==> src/rtl/unidade_controle.sv <==
// Control unit for the class-distribution phase: seed selection, then a hidden/shown/next
// reveal cycle per player, driving the fluxo_dados seed and player counters.
module unidade_controle #(
    parameter int T_MOSTRA = 50_000_000,
    parameter int W_TIMER  = 26
) (
    input  logic       clock,
    input  logic       reset,
    input  logic       iniciar,
    input  logic       confirma,
    input  logic       CJ_fim,
    output logic       zera_CS,
    output logic       e_seed_reg,
    output logic       zera_CJ,
    output logic       inc_jogador,
    output logic       mostra_classe,
    output logic       pronto,
    output logic [3:0] db_estado
);

    typedef enum logic [3:0] {
        INICIAL        = 4'd0,
        ESCOLHE_SEED   = 4'd1,
        CARREGA_SEED   = 4'd2,
        ZERA_JOGADOR   = 4'd3,
        ESPERA_JOGADOR = 4'd4,
        MOSTRA         = 4'd5,
        PROXIMO        = 4'd6,
        FIM            = 4'd7
    } estado_t;

    localparam logic [W_TIMER-1:0] TIMER_MAX = W_TIMER'(T_MOSTRA - 1);

    estado_t            estado;
    estado_t            proximo;
    logic               conf_prev;
    logic               conf_pulso;
    logic               timeout;
    logic [W_TIMER-1:0] timer;

    // conf_prev resets high so a button held through reset never looks like a fresh press
    always_ff @(posedge clock) begin
        if (reset) begin
            conf_prev <= 1'b1;
        end else begin
            conf_prev <= confirma;
        end
    end

    assign conf_pulso = confirma & ~conf_prev;

    always_ff @(posedge clock) begin
        if (reset || estado != MOSTRA) begin
            timer <= '0;
        end else begin
            timer <= timer + W_TIMER'(1);
        end
    end

    assign timeout = (timer == TIMER_MAX);

    always_ff @(posedge clock) begin
        if (reset) begin
            estado <= INICIAL;
        end else begin
            estado <= proximo;
        end
    end

    always_comb begin
        proximo = INICIAL;
        case (estado)
            INICIAL:        proximo = iniciar ? ESCOLHE_SEED : INICIAL;
            ESCOLHE_SEED:   proximo = conf_pulso ? CARREGA_SEED : ESCOLHE_SEED;
            CARREGA_SEED:   proximo = ZERA_JOGADOR;
            ZERA_JOGADOR:   proximo = ESPERA_JOGADOR;
            ESPERA_JOGADOR: proximo = conf_pulso ? MOSTRA : ESPERA_JOGADOR;
            MOSTRA:         proximo = (conf_pulso || timeout) ? PROXIMO : MOSTRA;
            PROXIMO:        proximo = CJ_fim ? FIM : ESPERA_JOGADOR;
            FIM:            proximo = iniciar ? INICIAL : FIM;
            default:        proximo = INICIAL;
        endcase
    end

    // inc_jogador is the only Mealy term: it must stay low on the last player
    always_comb begin
        zera_CS       = 1'b0;
        e_seed_reg    = 1'b0;
        zera_CJ       = 1'b0;
        inc_jogador   = 1'b0;
        mostra_classe = 1'b0;
        pronto        = 1'b0;
        case (estado)
            INICIAL: begin
                zera_CS = 1'b1;
                zera_CJ = 1'b1;
            end
            CARREGA_SEED: e_seed_reg    = 1'b1;
            ZERA_JOGADOR: zera_CJ       = 1'b1;
            MOSTRA:       mostra_classe = 1'b1;
            PROXIMO:      inc_jogador   = ~CJ_fim;
            FIM:          pronto        = 1'b1;
            default: ;
        endcase
    end

    assign db_estado = estado;

endmodule
==> config.mk <==
export PLATFORM = sky130hd
export DESIGN_NAME = unidade_controle
export DESIGN_NICKNAME = d
export VERILOG_FILES = /design/src/rtl/unidade_controle.sv
export SDC_FILE = /design/constraint.sdc
export NUM_CORES = 1
export LEC_CHECK = 0
export BUFFER_PORTS_ARGS = -buffer_cell sky130_fd_sc_hd__buf_2
export CAP_MARGIN = 25
export CORE_ASPECT_RATIO = 0.5
export CORE_MARGIN = 3
export CORE_UTILIZATION = 56
export CTS_BUF_LIST = sky130_fd_sc_hd__clkbuf_16
export CTS_CLUSTER_DIAMETER = 100
export DETAILED_ROUTE_END_ITERATION = 8
export GPL_TIMING_DRIVEN = 0
export PLACE_DENSITY_LB_ADDON = 0.1
export SETUP_SLACK_MARGIN = 0.4
export SYNTH_ARGS = -nofsm -noshare
export SYNTH_HDL_FRONTEND = slang
export SYNTH_SLANG_ARGS = --single-unit
==> constraint.sdc <==
create_clock -name clock -period 3.2 [get_ports clock]
set_clock_uncertainty 0.05 [all_clocks]
set_input_delay 0 -clock clock [delete_from_list [all_inputs] [get_ports clock]]
set_output_delay 0 -clock clock [all_outputs]
set_load 0.1 [all_outputs]
==> flow_summary_export.csv, run 1 <==
group,metric,value,unit
synthesis,synth.net_count,182,
synthesis,synth.distinct_cells,37,
clock_tree,htreeDepth,2,
synthesis,yosysSeqAreaShare,41.1,%
synthesis,netlist_instances,176,
synthesis,synthTopCellsByCount,"dfxtp_1 (30), a21oi_1 (16), nor2_1 (13)",
timing,finalCritPeriodShare,69.0,%
synthesis,synth_largest_area_cell,"dfxtp_1",
clock_tree,clockRootBuffer,"clkbuf_16",
clock_tree,clkTransAtPathRegs,0.05,ns
synthesis,synth_area,1460,um^2
placement,dp_hpwl,2.19,mm
worst_setup_path,cp_cell_sequence,"ha_1 > nand4_1 > or4_1 > buf_2 > or3_1 > a21oi_1",
power,power_frac_comb,18.2,%
worst_setup_path,crit_slowest_cell,"or4_1",
worst_setup_path,worstSetupEndpointType,"flop",
worst_hold_path,hp-class,"primary input to flop",
global_route,grt_start_max_net_pins,11,
power,pwr-share-clk,43.9,%
global_route,antenna_found_initial,0,
synthesis,synth_seq_cells,30,
worst_setup_path,reg2reg_to,"timer[14]",
timing,hold_viol,0,
clock_tree,insertion_delay,0.28,ns
floorplan,die_area,3290,um^2
placement,place.gp.congestion,0.771,
worst_setup_path,path_class,"flop to flop",
timing,setup_violations,0,
synthesis,yosys_warnings,0,
floorplan,io_pins,15,
finish,drive_above_1_share,15.5,%
finish,fin_area,1760,um^2
power,vdd_drop_max,361,uV
global_route,grt_pass1_wl,5.50,mm
power,total_power,0.00102,W
synthesis,synth_top_area_share,41.1,%
clock_tree,clk_path_buf_depth,2,
finish,antenna_cells,0,
clock_tree,cts_made_buffers,5,
worst_hold_path,hold_depth,3,
timing,slew_violations,0,
global_route,track_usage,21.6,%
worst_setup_path,cp_slowest_stage_delay,0.50,ns
worst_hold_path,hold_path_startpoint,"iniciar",
finish,nets,205,
run_status,status,"complete, no violations",
power,powerDensity,580,nW/um^2
run,max-cap-violations,0,
placement,post-place-ws,1.05,ns
synthesis,synth_flop_cell,"dfxtp_1",
timing,layout_min_cycle_time,2.21,ns
drt,ant_nets,0,
power,p_switching,0.000319,W
power,cell_internal_pwr,0.000698,W
synthesis,syn_area_per_cell,8.30,um^2
clock_tree,cts_sinks,30,
drt,drtPass1Iterations,4,
worst_setup_path,critical_path.max_fanout,10,
power,p_leak,0.563,nW
synthesis,async_flop_share,0,%
timing,setup_ws,0.991,ns
floorplan,die_h,42.1,um
clock_tree,cts_setup_buffers,0,
placement,portBuffers,13,
timing,max_freq,453,MHz
worst_setup_path,r2r_setup_slack,0.99,ns
power,power_frac_seq,37.9,%
placement,place_area,1580,um^2
worst_setup_path,cp-start-kind,"flop",
worst_setup_path,worstRegToRegCells,6,
synthesis,synthTopCellsByArea,"dfxtp_1 (41%), a21oi_1 (5.5%), nand4_1 (3.9%)",
global_route,grt_remaining_overflow,0,
floorplan,rows,12,
floorplan,initial_core_util,62.3,%
worst_setup_path,arrival,2.36,ns
worst_setup_path,cp.required,3.35,ns
finish,area_growth,20.2,%
drt,vias,1396,
worst_setup_path,worstReg2RegStart,"timer[0]",
floorplan,core,2340,um^2
drt,drt_iter0_markers,77,
global_route,first_global_vias,1212,
drt,wl_per_cell,13.5,um
worst_hold_path,hold-path-endpoint,"db_estado[2]",
floorplan,die_x,78.2,um
synthesis,synth_most_common_cell,"dfxtp_1",
timing,setup_tns,0,ns
clock_tree,cts_tree,"done",
synthesis,synth_edf_count,0,
power,switching_share,31.4,%
drt,wirelength,3.17,mm
drt,drc,0,
timing,rsz0062_at_grt,"no",
drt,vias_per_cell,5.94,
## registers in the layout, indices dropped and copies added (netlist names)
| register | flops |
|---|---|
| timer | 26 |
| db_estado | 3 |
| conf_prev | 1 |
## cell usage in the layout (no fill, tap or decap), types with 2 or more instances in the layout
| master | count |
|---|---|
| o21a_1 | 3 |
| xnor2_1 | 5 |
| nand2b_1 | 3 |
| dfxtp_1 | 30 |
| xor2_1 | 5 |
| buf_2 | 14 |
| nor2_1 | 13 |
| nand3_1 | 6 |
| nor3_1 | 8 |
| nand2_1 | 12 |
| o31ai_1 | 5 |
| o21ai_0 | 8 |
| a21oi_1 | 16 |
| or3_1 | 9 |
| nand4_1 | 9 |
| and3_1 | 3 |
| buf_4 | 2 |
| dlygate4sd3_1 | 3 |
| or4_1 | 6 |
| or2_2 | 2 |
| and4_1 | 3 |
| clkbuf_1 | 5 |
| nor3_2 | 3 |
| clkbuf_16 | 5 |
| inv_1 | 4 |
## timing repair
item / CTS / global route
endpoints found under the hold margin: 3 / 0
gates resized for setup: 0 / 0
hold buffers: 3 / 0
## worst max-delay path, delay by kind of cell, from the launching register on
kind                     cells  cell delay (ns)
adder cells (fa/ha/maj)      1             0.29
buffers and inverters        1             0.21
flip-flops                   1             0.41
AND/OR/NAND/NOR              3             1.00
AO/OA/AOI/OAI                1             0.16
## layout make-up
type                            instances  area [um^2]
Timing Repair Buffer                   16         95.1
Fill cell                             188          587
Tap cell                               35         43.8
Buffer                                  8         38.8
Clock buffer                            5          125
Clock inverter                          3         16.3
Multi-Input combinational cell        134          821
Inverter                                4         15.0
Sequential cell                        30          601
## per-layer routing
metal,track usage (%),vias up,wire length (um)
li1,-,695,-
met1,27.7,630,1490
met2,33.2,67,1360
met3,9.01,4,277
met4,6.27,0,49
met5,0,-,0
## stage by stage
| step | hold WS [ns] | std cells | utilization, % |
|---|---|---|---|
| 2_1_floorplan | 0.0286 | 176 | - |
| 3_3_place_gp | 0.151 | 224 | 67.6 |
| 3_5_place_dp | 0.166 | 224 | 67.6 |
| 4_1_cts | 0.0553 | 235 | 74.9 |
| 5_1_grt | 0.112 | 235 | 74.9 |
| 6_report | 0.0633 | 235 | 74.9 |
## worst max path at each step
stage | cells past startpoint | from | end
after floorplan | 3 | db_estado[0] | zera_CJ
after global placement | 6 | timer[0] | timer[14]
after detailed placement | 6 | timer[0] | timer[14]
after CTS | 6 | timer[0] | timer[14]
after global routing | 6 | timer[0] | timer[14]
final | 6 | timer[0] | timer[14]
## cells by family (layout without fill, tap and decap cells)
logic type / after synthesis / count (layout) / synth area share, %
simple gates: 85 / 85 / 32.7
mux: 1 / 1 / 0.686
compound gates: 36 / 36 / 14.7
other cells: 1 / 1 / 0.257
fa+ha+maj: 1 / 1 / 0.857
flops: 30 / 30 / 41.1
buf+inv: 12 / 36 / 3.68
xor+xnor: 10 / 10 / 6.00
## power groups by stage
stage | combinational (W) | sequential [W] | clock [W]
6_report | 0.000186 | 0.000385 | 0.000447
2_1_floorplan | 0.000124 | 0.000427 | 0
3_3_place_gp | 0.000182 | 0.000393 | 0
5_1_grt | 0.000196 | 0.000385 | 0.000475
4_1_cts | 0.000186 | 0.000385 | 0.000454
3_5_place_dp | 0.000183 | 0.000392 | 0
Power figures use the tool's default switching activity.
==> run 2: changes to the inputs <==
==> constraint.sdc (replaced) <==
create_clock -name clock -period 2.2 [get_ports clock]
set_clock_uncertainty 0.05 [all_clocks]
set_input_delay 0 -clock clock [delete_from_list [all_inputs] [get_ports clock]]
set_output_delay 0 -clock clock [all_outputs]
set_load 0.1 [all_outputs]
==> flow_summary_export.csv, run 2 (synthesis results as in run 1) <==
group,metric,value,unit
run_status,status,"complete, no violations",
drt,ant_nets,0,
finish,fin_area,2160,um^2
floorplan,die_x,78.2,um
global_route,antenna_found_initial,0,
clock_tree,clockRootBuffer,"clkbuf_16",
finish,antenna_cells,0,
floorplan,core,2340,um^2
timing,rsz0062_at_grt,"yes",
worst_setup_path,worstSetupPathDepth,5,
worst_setup_path,critical_path.max_fanout,5,
timing,max_freq,503,MHz
power,p_leak,0.734,nW
timing,setup_tns,0,ns
placement,dp_hpwl,2.27,mm
clock_tree,htreeDepth,2,
floorplan,die_h,42.1,um
worst_setup_path,cp_slowest_stage_delay,0.60,ns
worst_setup_path,worstSetupEndpointType,"flop",
finish,largest_register_ffs,26,
global_route,track_usage,28.5,%
finish,layout_common_cells,"buf_4 (20), dfxtp_1 (16), buf_2 (14)",
power,powerDensity,688,nW/um^2
finish,nets,226,
finish,area_growth,48.0,%
clock_tree,cts_sinks,30,
global_route,grt_remaining_overflow,0,
drt,drtPass1Iterations,5,
global_route,grt_start_max_net_pins,11,
timing,worst_slew_pin_slew,0.591,ns
drt,wirelength,5.75,mm
placement,post-place-ws,0.232,ns
drt,wl_per_cell,22.6,um
timing,hold_viol,0,
timing,layout_min_cycle_time,1.99,ns
worst_setup_path,cp_cell_sequence,"nand4_1 > or4_4 > buf_6 > or3_1 > a21oi_1",
placement,place_area,1640,um^2
floorplan,die_area,3290,um^2
finish,layout_commonest_cell,"buf_4",
clock_tree,clkTransAtPathRegs,0.05,ns
floorplan,initial_core_util,62.3,%
timing,finalCritPeriodShare,90.3,%
drt,drt_iter0_markers,185,
floorplan,rows,12,
worst_setup_path,crit_slowest_cell,"or4_4",
finish,final_core_util,92.3,%
global_route,first_global_vias,1522,
clock_tree,cts_tree,"done",
worst_setup_path,cp.required,2.34,ns
finish,regMostFlops,"timer",
worst_setup_path,path_delay_family,"simple AND/OR/NAND/NOR gates",
clock_tree,clk_path_buf_depth,2,
worst_hold_path,hold_depth,3,
timing,slew_violations,0,
worst_setup_path,crit_buf_inv,1,
drt,vias_per_cell,6.87,
placement,portBuffers,13,
power,vdd_drop_max,688,uV
clock_tree,cts_made_buffers,5,
timing,setup_ws,0.213,ns
worst_hold_path,hp-class,"primary input to flop",
finish,drive_above_1_share,44.3,%
run,max-cap-violations,0,
timing,max-slew-margin-rel,60.6,%
worst_setup_path,arrival,2.13,ns
floorplan,io_pins,15,
worst_setup_path,cp-start-kind,"flop",
timing,setup_violations,0,
drt,vias,1746,
worst_setup_path,worstRegToRegCells,5,
worst_setup_path,path_class,"flop to flop",
drt,drc,0,
clock_tree,insertion_delay,0.28,ns
placement,place.gp.congestion,0.764,
global_route,grt_pass1_wl,7.25,mm
## run 2: worst register-to-register path, stage by stage (launching register included)
cell     delay, ns
dfxtp_4       0.39
nand4_1       0.15
or4_4         0.60
buf_6         0.17
or3_1         0.34
a21oi_1       0.19
## run 2: area by class of cell
type | count | area, um^2
multi-input cells | 134 | 1020
repair buffers | 37 | 250
clock inverters | 1 | 3.75
inverters | 4 | 15.0
fillers | 80 | 181
well taps | 35 | 43.8
clock buffers | 5 | 125
flip-flops and latches | 30 | 648
plain buffers | 8 | 52.6
## run 2: worst paths after layout
kind | slack (ns) | to | startpoint
max | 0.21 | timer[13] | timer[0]
max reg2reg | 0.21 | timer[13] | timer[0]
min | 0.12 | db_estado[2] | iniciar
min reg2reg | 0.43 | timer[0] | timer[0]
## run 2: power by group
part	switching (W)	internal, W	total, W
combinational	0.000242	0.0000628	0.000305
clock	0.000227	0.000401	0.000627
sequential	0.0000105	0.000544	0.000554
total	0.000479	0.00101	0.00149
## run 2: per-stage QoR
step	cells	total power (W)	hold WS [ns]
CTS	247	0.00147	0.0635
global route	254	0.00154	0.141
finish	254	0.00149	0.121
detailed placement	224	0.000863	0.155
global placement	224	0.000859	0.151
floorplan	176	0.000824	0.0188
## run 2: what timing repair did
action,in CTS,in global routing
hold buffers,3,0
gates cloned,1,1
gates resized for setup,16,38
endpoints found under the hold margin,3,0
setup endpoints to repair,13,18
pin swaps,9,15
buffers inserted,13,6
## run 2: metal layers
layer / global-route usage, % / vias to the layer above / wire length [um]
met5: 0 / - / 0
met4: 9.76 / 0 / 316
met3: 10.3 / 48 / 677
met2: 47.6 / 168 / 2540
met1: 34.3 / 791 / 2220
li1: - / 739 / -
